--- src/rtl/uart_rx.sv ---
// 8N1 UART receiver, OVERSAMPLE rx_enb ticks per bit; UART_RX_MAJORITY_EN selects 3-tick majority sampling.
// Latency: rx_valid/frame_err pulse one clk after the stop-bit sample tick (mid stop bit).
// Backpressure: none; rx_data is simply overwritten by each good frame, no overrun detection.
module uart_rx #(
    parameter int OVERSAMPLE = 16
) (
    input  logic       clk,
    input  logic       rst,
    input  logic       rx_enb,
    input  logic       rx,
    output logic [7:0] rx_data,
    output logic       rx_valid,
    output logic       rx_busy,
    output logic       frame_err
);

    localparam int TW = $clog2(OVERSAMPLE);
    localparam logic [TW-1:0] TICK_HALF = TW'(OVERSAMPLE / 2 - 1);
    localparam logic [TW-1:0] TICK_LAST = TW'(OVERSAMPLE - 1);

    typedef enum logic [1:0] {
        IDLE  = 2'd0,
        START = 2'd1,
        DATA  = 2'd2,
        STOP  = 2'd3
    } state_t;

    state_t          state;
    logic            rx_s1;
    logic            rx_s2;
    logic            rx_d;
    logic [TW-1:0]   tick;
    logic [2:0]      bit_cnt;
    logic [7:0]      shreg;
    logic            sample;
    logic            fall_edge;

    // Two-flop synchronizer plus one delayed copy for falling-edge detection.
    always_ff @(posedge clk) begin
        if (rst) begin
            rx_s1 <= 1'b1;
            rx_s2 <= 1'b1;
            rx_d  <= 1'b1;
        end else begin
            rx_s1 <= rx;
            rx_s2 <= rx_s1;
            rx_d  <= rx_s2;
        end
    end

    assign fall_edge = rx_d & ~rx_s2;

`ifdef UART_RX_MAJORITY_EN
    // Line values at the two previous rx_enb ticks; the current tick is rx_s2 itself.
    logic [1:0] hist;

    always_ff @(posedge clk) begin
        if (rst) begin
            hist <= 2'b11;
        end else if (rx_enb) begin
            hist <= {hist[0], rx_s2};
        end
    end

    assign sample = (hist[1] & hist[0]) | (hist[1] & rx_s2) | (hist[0] & rx_s2);
`else
    assign sample = rx_s2;
`endif

    always_ff @(posedge clk) begin
        if (rst) begin
            state     <= IDLE;
            tick      <= '0;
            bit_cnt   <= 3'd0;
            shreg     <= 8'h00;
            rx_data   <= 8'h00;
            rx_valid  <= 1'b0;
            rx_busy   <= 1'b0;
            frame_err <= 1'b0;
        end else begin
            rx_valid  <= 1'b0;
            frame_err <= 1'b0;
            case (state)
                IDLE: begin
                    tick    <= '0;
                    bit_cnt <= 3'd0;
                    if (fall_edge) begin
                        state   <= START;
                        rx_busy <= 1'b1;
                    end
                end
                START: begin
                    if (rx_enb) begin
                        if (tick == TICK_HALF) begin
                            tick    <= '0;
                            bit_cnt <= 3'd0;
                            if (sample) begin
                                state   <= IDLE;
                                rx_busy <= 1'b0;
                            end else begin
                                state <= DATA;
                            end
                        end else begin
                            tick <= tick + 1'b1;
                        end
                    end
                end
                DATA: begin
                    if (rx_enb) begin
                        if (tick == TICK_LAST) begin
                            tick  <= '0;
                            shreg <= {sample, shreg[7:1]};
                            if (bit_cnt == 3'd7) begin
                                state <= STOP;
                            end else begin
                                bit_cnt <= bit_cnt + 3'd1;
                            end
                        end else begin
                            tick <= tick + 1'b1;
                        end
                    end
                end
                STOP: begin
                    if (rx_enb) begin
                        if (tick == TICK_LAST) begin
                            tick    <= '0;
                            bit_cnt <= 3'd0;
                            state   <= IDLE;
                            rx_busy <= 1'b0;
                            if (sample) begin
                                rx_data  <= shreg;
                                rx_valid <= 1'b1;
                            end else begin
                                frame_err <= 1'b1;
                            end
                        end else begin
                            tick <= tick + 1'b1;
                        end
                    end
                end
                default: begin
                    state   <= IDLE;
                    tick    <= '0;
                    bit_cnt <= 3'd0;
                    rx_busy <= 1'b0;
                end
            endcase
        end
    end

endmodule

--- config.mk ---
export PLATFORM = sky130hd
export DESIGN_NAME = uart_rx
export DESIGN_NICKNAME = d
export VERILOG_FILES = /design/src/rtl/uart_rx.sv
export SDC_FILE = /design/constraint.sdc
export NUM_CORES = 1
export LEC_CHECK = 0
export CORE_MARGIN = 2
export CORE_UTILIZATION = 34
export CTS_CLUSTER_SIZE = 12
export DETAILED_ROUTE_END_ITERATION = 7
export PLACE_DENSITY = 0.51
export SETUP_SLACK_MARGIN = 0.1
export SYNTH_ARGS = -nofsm -noshare
export SYNTH_HDL_FRONTEND = slang
export SYNTH_SLANG_ARGS = --single-unit
--- constraint.sdc ---
create_clock -name clk -period 2.1 [get_ports clk]
set_clock_uncertainty 0.05 [all_clocks]
set_input_delay 0.315 -clock clk [delete_from_list [all_inputs] [get_ports clk]]
set_output_delay 0.315 -clock clk [all_outputs]
set_load 0.005 [all_outputs]
==> impl_summary.md, run 1 <==
Outcome
The run finished with clean final reports.

Synth
When the netlist entered floorplanning its net count stood at about 170. Counting flops with a built-in enable in the synthesized netlist gives 0. After synthesis, the mean cell area works out to roughly 9 um^2. The register bit total from synthesis is 31.

Summed over all instances, the cell type with the most area after synthesis is sky130_fd_sc_hd__dfxtp_1. The summed instance area of the synthesized netlist is around 1400 um^2. The synthesized netlist cell count is between 150 and 200. The number of different library cells used by synthesis comes to 38. In the synthesized netlist, the cells that appear most often are 31 x sky130_fd_sc_hd__dfxtp_1, 21 x sky130_fd_sc_hd__a21oi_1, 14 x sky130_fd_sc_hd__nand3_1. The fraction of synthesis flops using an asynchronous set or reset pin is 0%. After synthesis, the cell types taking the most area are sky130_fd_sc_hd__dfxtp_1 44%, sky130_fd_sc_hd__a21oi_1 7.4%, sky130_fd_sc_hd__nand3_1 5.0%, sky130_fd_sc_hd__nand4_1 4.9%, sky130_fd_sc_hd__o31ai_1 4.2%. The most frequently used flop master after synthesis is sky130_fd_sc_hd__dfxtp_1. The top cell type by area accounts for between 40 and 50% of the synthesized area. The most frequent cell after synthesis is sky130_fd_sc_hd__dfxtp_1. The sequential area share after synthesis is about 44%. For this run, the number of Yosys warnings is 0.

CTS
TritonCTS built the clock tree. The clock reaches the later pin of the worst-skew pair after a little under 0.3 ns. In this run the clock root is driven by a sky130_fd_sc_hd__clkbuf_8. The number of clock buffers added by TritonCTS is 5. The clock input transition at the sequential cells of the worst setup and hold paths is 0.07 ns. Gates resized during post-CTS repair numbered 0.

The total clock sinks is 31. Counting along the longest clock path gives a buffer depth of 2. The number of buffers added to fix hold violations after cts is 0.

The number of buffers added for setup after CTS is 0. The total number of H-tree levels is 2.

Floorplan
The effective utilization at floorplan is between 30% and 40%. The die area is between 4000 and 5000 um^2. The die extent in x is between 60 and 70 um.

The number of top-level design ports is 15. The number of standard-cell rows in the floorplan is 23. The area of the core is 4000 um^2.

The height of the chip is a little under 70 um.

Placed design
The congestion estimate from routability-driven global placement came to slightly below 0.8. Once placement finished, the instance area stood at 1570 um^2. Detailed placement finished with a half-perimeter wire length of roughly 2100 um.

The quantity of I/O buffers inserted on ports is 14.

Drt
The first TritonRoute pass finished after 4 iterations. The final wirelength is between 3000 and 4000 um. In this run, the number of DRC markers left after iteration 0 of detailed routing was 82. The final routed DRC violation total is 0. The routed layout has 1191 vias. The routed via count divided by cell count is roughly 5.4. After detailed routing, the average wire length per cell comes to roughly 14 um. The count of antenna-violating nets left after detailed routing is 0.

Worst hold path
The min-delay analysis places its worst path in the category reg -> reg.

Cells and area
The antenna diode count is 0. Once layout is done, the placed cells without fillers occupy 1690 um^2. The synthesis-to-layout area growth is 19.2%. At the end of the flow, the number of nets in the layout was around 180. Of the cells placed in the final design, the portion with a size suffix greater than 1 is 11.2%. Cells fill between 40% and 50% of the core in the end.

Critical path
The number of cells on the worst reg-to-reg path is 5. The terminus of the critical flop-to-flop path is bit_cnt[1]$_SDFFE_PP0P_. The critical path startpoint category is a flip-flop.

STA puts the critical path data arrival time at roughly 1.9 ns. The master of the slowest instance on the critical path is sky130_fd_sc_hd__or3b_1. The critical path capture point type is a flip-flop. In this run the worst setup path begins at bit_cnt[0]$_SDFFE_PP0P_.

The critical path data required time is 2.27 ns. The startpoint identified for the worst register-to-register timing path is bit_cnt[0]$_SDFFE_PP0P_. In this design, the stage delay of the slowest critical-path cell is between 0.3 and 0.4 ns. The signal on the critical path passes through ha_1 > ha_1 > or3b_1 > a31oi_2 > mux2i_1.

The most frequent cell on the critical path is sky130_fd_sc_hd__ha_1. The critical path class is reg -> reg. The setup slack on the worst flop-to-flop path is roughly 0.35 ns. In this run the worst path has a maximum fanout of 3. The last element of the critical path is bit_cnt[1]$_SDFFE_PP0P_.

Timing
Subtracting the final worst setup slack from the clock period gives between 1.5 and 2 ns. For this run, the top clock speed supported by timing is between 500 and 600 MHz. The number of pins exceeding their max-slew limit in the final report is 0. Setup violations remaining at the end of the flow were counted as 0. In this run the tightest slew margin relative to its limit is around three fifths. The number of hold violations in the final report was 0. At the pin with the least slew margin, the transition time is around 0.60 ns. The setup TNS after final layout is 0 ns. Of the available clock period, the critical path in the final layout requires ~83%. Setup repair after global routing left no endpoint under its margin.

Flow run
The tool flagged a number of max-cap violations equal to 0.

GRT
After global routing the overflow that remains totals 0. Entering global routing, the biggest net connects 17 pins. The number of antenna violations at the first check in global routing is 0. The via count of the first global-routing pass is 1066. The global-route wire length before repair is approximately 5300 um. Global routing used ~15% of the available tracks across all layers.

Pwr
For this design the ratio of total power to cell area is 747 nW/um^2. The maximum ir drop on the vdd rail is roughly 0.30 mV. Summed over all cells, the static leakage comes to about 0.56 nW.
logic make-up after synthesis:
kind of cell | count (synthesis) | share of synthesized area, %
flops | 31 | 43.9
simple gates | 59 | 25.8
fa+ha+maj | 3 | 2.66
xor+xnor | 1 | 0.620
mux | 4 | 2.83
buf+inv | 16 | 5.84
compound gates | 44 | 18.4
critical path, delay by kind of cell (launching register included):
family,cells,cell delay (ns)
AO/OA/AOI/OAI,1,0.31
multiplexers,1,0.22
flip-flops,1,0.32
AND/OR/NAND/NOR,1,0.37
adder cells (fa/ha/maj),2,0.41
final cells by class:
class,count,area (um^2)
fillers,389,2310
well taps,50,62.6
repair buffers,18,170
inverters,1,3.75
clock buffers,6,82.6
clock inverters,2,35.0
flip-flops and latches,31,621
multi-input cells,111,711
stage by stage:
stage / setup WS, ns / hold WS (ns) / total power, mW / std cells
CTS: 0.333 / 0.373 / 1.27 / 219
finish: 0.347 / 0.375 / 1.26 / 219
floorplan: 0.501 / 0.339 / 0.637 / 158
detailed placement: 0.267 / 0.348 / 0.654 / 211
global route: 0.239 / 0.393 / 1.30 / 219
global placement: 0.284 / 0.345 / 0.652 / 211
per-layer routing:
| metal | share of wire [%] | vias up | track usage (%) |
|---|---|---|---|
| met1 | 51 | 545 | 21.9 |
| met4 | 2.1 | 0 | 7.50 |
| li1 | - | 612 | - |
| met5 | 0 | - | 0 |
| met3 | 4.3 | 7 | 4.93 |
| met2 | 43 | 27 | 20.3 |
layout by cell type, fill, tap and decap left out, types with 3 or more instances in the layout:
cell type                         instances
sky130_fd_sc_hd__clkdlybuf4s50_1         14
sky130_fd_sc_hd__nor3_1                   5
sky130_fd_sc_hd__or2_2                    4
sky130_fd_sc_hd__buf_4                    4
sky130_fd_sc_hd__nand4_1                 11
sky130_fd_sc_hd__nor2_1                   3
sky130_fd_sc_hd__mux2i_1                  4
sky130_fd_sc_hd__o21ai_0                  8
sky130_fd_sc_hd__o31ai_1                  8
sky130_fd_sc_hd__a21oi_1                 21
sky130_fd_sc_hd__or3b_1                   5
sky130_fd_sc_hd__ha_1                     3
sky130_fd_sc_hd__dfxtp_1                 31
sky130_fd_sc_hd__clkbuf_8                 6
sky130_fd_sc_hd__nand3_1                 14
sky130_fd_sc_hd__nand2_1                  3
registers in the layout, indices dropped and copies added, names as in the netlist, named ones only:
signal and cells:
rx_data 8, tick 4, shreg 8, rx_busy 1
rx_d 1, state 1, rx_s2 1, bit_cnt 3
rx_s1 1, frame_err 1, rx_valid 1
worst min-delay path by stage:
stage	startpoint	to	slack, ns	depth (start not counted)
finish	rx_s1$_SDFF_PP1_	rx_s2$_SDFF_PP1_	0.37	1
global route	rx_s1$_SDFF_PP1_	rx_s2$_SDFF_PP1_	0.39	1
floorplan	rx_s1$_SDFF_PP1_	rx_s2$_SDFF_PP1_	0.34	1
CTS	rx_s1$_SDFF_PP1_	rx_s2$_SDFF_PP1_	0.37	1
global placement	rx_s1$_SDFF_PP1_	rx_s2$_SDFF_PP1_	0.35	1
detailed placement	rx_s1$_SDFF_PP1_	rx_s2$_SDFF_PP1_	0.35	1
where the power goes:
group / switching [mW] / internal [mW] / total [mW] / leakage [nW]
Clock: 0.236 / 0.384 / 0.619 / 0.0612
Sequential: 0.00609 / 0.592 / 0.599 / 0.250
Combinational: 0.0242 / 0.0176 / 0.0418 / 0.246
Total: 0.266 / 0.994 / 1.26 / 0.558
Power figures use the tool's default switching activity.
==> run 2: changes to the inputs <==
--- a/config.mk
+++ b/config.mk
@@ -9,7 +9,7 @@
 export CORE_UTILIZATION = 34
 export CTS_CLUSTER_SIZE = 12
 export DETAILED_ROUTE_END_ITERATION = 7
-export PLACE_DENSITY = 0.51
+export PLACE_DENSITY = 0.52
 export SETUP_SLACK_MARGIN = 0.1
 export SYNTH_ARGS = -nofsm -noshare
 export SYNTH_HDL_FRONTEND = slang
==> constraint.sdc (replaced) <==
create_clock -name clk -period 1.4 [get_ports clk]
set_clock_uncertainty 0.05 [all_clocks]
set_input_delay 0.21 -clock clk [delete_from_list [all_inputs] [get_ports clk]]
set_output_delay 0.21 -clock clk [all_outputs]
set_load 0.005 [all_outputs]
==> run 2 against run 1 <==
- the flow now finishes with violations (negative setup slack)
- sequential cell count unchanged
- critical endpoint is now bit_cnt[2]$_SDFFE_PP0P_
- largest power group unchanged
- via count up 12%
- sequential power up 50%
- count of clock-buffer cells in the layout unchanged
- wire length up 29%
- worst hold slack worse by 0.0088 ns
- total power up 51%
- critical path type unchanged
- combinational power up 130%
==> impl_summary.md, run 2 (synthesized netlist as in run 1, its figures left out) <==
Pwr
The total power after layout is 1.90 mW (was 1.26 mW). The internal portion of total power is 1.51 mW (was 994 uW). The logic gate share of total power is 5.0% (was 3.3%).

The switching share of power is 20.9% (was 21.1%). The fraction of power consumed by sequential logic came to 47.2% (was 47.5%). The ratio of total power to cell area is 857 nW/um^2 (was 747 nW/um^2). The cell leakage power came to 0.807 nW (was 0.558 nW).

The part of the total power dissipated in the clock network is 47.8% (was 49.2%). The maximum ir drop on the vdd rail is 0.542 mV (was 0.303 mV). The switching power was 397 uW (was 266 uW).

GRT
The number of antenna violations at the first check in global routing is 0 (unchanged). The total routing resource utilization after global routing was 17.2% (was 15.3%). The global route total overflow is 0 (unchanged). The global-route wire length before repair came to 6020 um (was 5260 um).

The largest net degree at the start of global routing is 13 (was 17). The via count of the first global-routing pass is 1278 (was 1066).

Critical path
The startpoint of the lowest-slack register-to-register path was bit_cnt[0]$_SDFFE_PP0P_ (unchanged). The critical path data required time is 1.56 ns (was 2.27 ns). The maximum fanout along the worst path came to 3 (unchanged). The worst path arrival time was 1.71 ns (was 1.92 ns). The critical path class is reg -> reg (unchanged). The critical path startpoint category is a flip-flop (unchanged). The critical path capture point type was a flip-flop (unchanged). The first element of the critical path is bit_cnt[0]$_SDFFE_PP0P_ (unchanged).

Floorplan
The height of the chip is 68.5 um (unchanged). The area of the core is 4000 um^2 (unchanged). The die extent in x came to 68.5 um (unchanged). The effective utilization at floorplan came to 35.3% (unchanged). The number of standard-cell rows in the floorplan is 23 (unchanged).

The die area is 4690 um^2 (unchanged). The number of top-level design ports was 15 (unchanged).

Worst hold path
The worst min-delay path class is reg -> reg (unchanged). The hold path startpoint is rx_s1$_SDFF_PP1_ (unchanged).

Timing
The relative max-transition margin is 75.0% (was 60.0%). The number of failing setup endpoints in the final timing report is 3 (was 0). The part of the cycle the worst path needs came to 111% (was 83.5%). The clock period minus final worst setup slack is 1.55 ns (was 1.75 ns). The maximum clock rate is 644 MHz (was 571 MHz). The number of pins exceeding their max-slew limit in the final report came to 0 (unchanged). The slew of the pin with the lowest slew margin is 0.375 ns (was 0.599 ns). The number of hold violations in the final report is 0 (unchanged). The setup TNS after final layout is -0.386 ns (was 0 ns). The smallest setup slack after layout is -0.152 ns (was 0.347 ns). RSZ-0062 raised after global routing: true (was false).

Drt
The number of violations reported at the end of detailed-routing iteration 0 is 75 (was 82). The total number of vias is 1338 (was 1191). The final wirelength is 3930 um (was 3040 um).

The detail-routed net length per standard cell is 16.0 um (was 13.9 um). The count of antenna-violating nets left after detailed routing is 0 (unchanged). The final routed DRC violation total is 0 (unchanged). The first-pass detailed-route iteration total is 4 (unchanged). The routed via count divided by cell count is 5.46 (was 5.44).

CTS
The total number of H-tree levels came to 2 (unchanged). The clock network latency to the later pin of the worst-skew pair came to 0.28 ns (was 0.29 ns). The total clock sinks is 31 (unchanged). The clock input transition at the sequential cells of the worst setup and hold paths is 0.06 ns (was 0.07 ns). The maximum number of buffers from clock root to sink is 2 (unchanged). The CTS tree is yes (unchanged). The CTS buffer count is 5 (unchanged). The clock root buffer is sky130_fd_sc_hd__clkbuf_8 (unchanged). The number of buffers added to fix hold violations after cts is 0 (unchanged).

Outcome
The final reports fail on negative setup slack. Status: finished with violations (was finished clean).

Cells and area
Registers with the highest flip-flop counts: rx_data: 8 flops, shreg: 8 flops, tick: 4 flops (unchanged). The final layout net count is 201 (was 175). The antenna diode count is 0 (unchanged). Commonest cells after routing, fill and taps aside: 22 x sky130_fd_sc_hd__dfxtp_1, 22 x sky130_fd_sc_hd__buf_4, 12 x sky130_fd_sc_hd__dlygate4sd2_1 (was 31 x sky130_fd_sc_hd__dfxtp_1, 21 x sky130_fd_sc_hd__a21oi_1, 14 x sky130_fd_sc_hd__nand3_1, 14 x sky130_fd_sc_hd__clkdlybuf4s50_1, 11 x sky130_fd_sc_hd__nand4_1). The count of fill cells added during filler insertion is 348 (was 389). The synthesis-to-layout area growth is 57.1% (was 19.2%). The fraction of final layout cells sized beyond drive strength 1 is 47.2% (was 11.2%).

The post-layout instance count excluding filler cells is 245 (was 219).

Placed design
The placed cell count is 232 (was 211). The placer's final routability congestion estimate is 0.867 (was 0.794). The quantity of I/O buffers inserted on ports is 14 (unchanged). The estimated wirelength of the detail-placed design was 2580 um (was 2090 um).

Flow run
The max-cap violation count came to 0 (unchanged).
run 2: worst paths after layout:
| check | to | slack, ns | depth (start not counted) |
|---|---|---|---|
| worst min-delay path | rx_s2$_SDFF_PP1_ | 0.37 | 1 |
| worst min register to register | rx_s2$_SDFF_PP1_ | 0.37 | 1 |
| worst max register to register | bit_cnt[2]$_SDFFE_PP0P_ | -0.15 | 5 |
| worst max-delay path | bit_cnt[2]$_SDFFE_PP0P_ | -0.15 | 5 |
run 2: layout make-up:
| type | count | area, um^2 | share of cell area [%] |
|---|---|---|---|
| clock buffers | 6 | 82.6 | 3.72 |
| clock inverters | 2 | 35.0 | 1.58 |
| inverters | 1 | 3.75 | 0.169 |
| multi-input cells | 111 | 992 | 44.7 |
| flip-flops and latches | 31 | 634 | 28.6 |
| well taps | 50 | 62.6 | 2.82 |
| repair buffers | 44 | 410 | 18.5 |
run 2: critical path, stage by stage (launching register included):
cell and delay (ns):
sky130_fd_sc_hd__dfxtp_2 0.34, sky130_fd_sc_hd__ha_4 0.16, sky130_fd_sc_hd__ha_4 0.15, sky130_fd_sc_hd__or3b_4 0.40, sky130_fd_sc_hd__a31oi_4 0.19, sky130_fd_sc_hd__mux2i_1 0.20
run 2: per-stage QoR:
stage	worst slack [ns]	instance area [um^2]	util [%]	hold slack, ns
CTS	-0.162	1930	48.1	0.369
global route	-0.210	2220	55.5	0.396
detailed placement	-0.389	1800	44.9	0.352
global placement	-0.345	1800	44.9	0.347
finish	-0.152	2220	55.5	0.366
floorplan	-0.0874	1470	-	0.264
run 2: power groups by stage:
| stage | registers [mW] | clock network [mW] | logic, mW |
|---|---|---|---|
| floorplan | 0.913 | 0 | 0.0429 |
| global placement | 0.917 | 0 | 0.0822 |
| detailed placement | 0.917 | 0 | 0.0841 |
| CTS | 0.897 | 0.927 | 0.0822 |
| global route | 0.898 | 0.969 | 0.103 |
| finish | 0.898 | 0.910 | 0.0952 |
run 2: layer usage:
layer  part of all wire (%)  GRT usage (%)  vias up
met1                     45           21.6      644
met3                    2.6           4.11        7
met2                     51           28.1       20
li1                       -              -      667
met5                      0              0        -
met4                    1.0           6.75        0
run 2: timing repair:
action | CTS | global route
setup buffers | 1 | 2
resized for setup | 23 | 56
setup endpoints to repair | 37 | 23
cloned | 0 | 2
pin swaps | 5 | 25
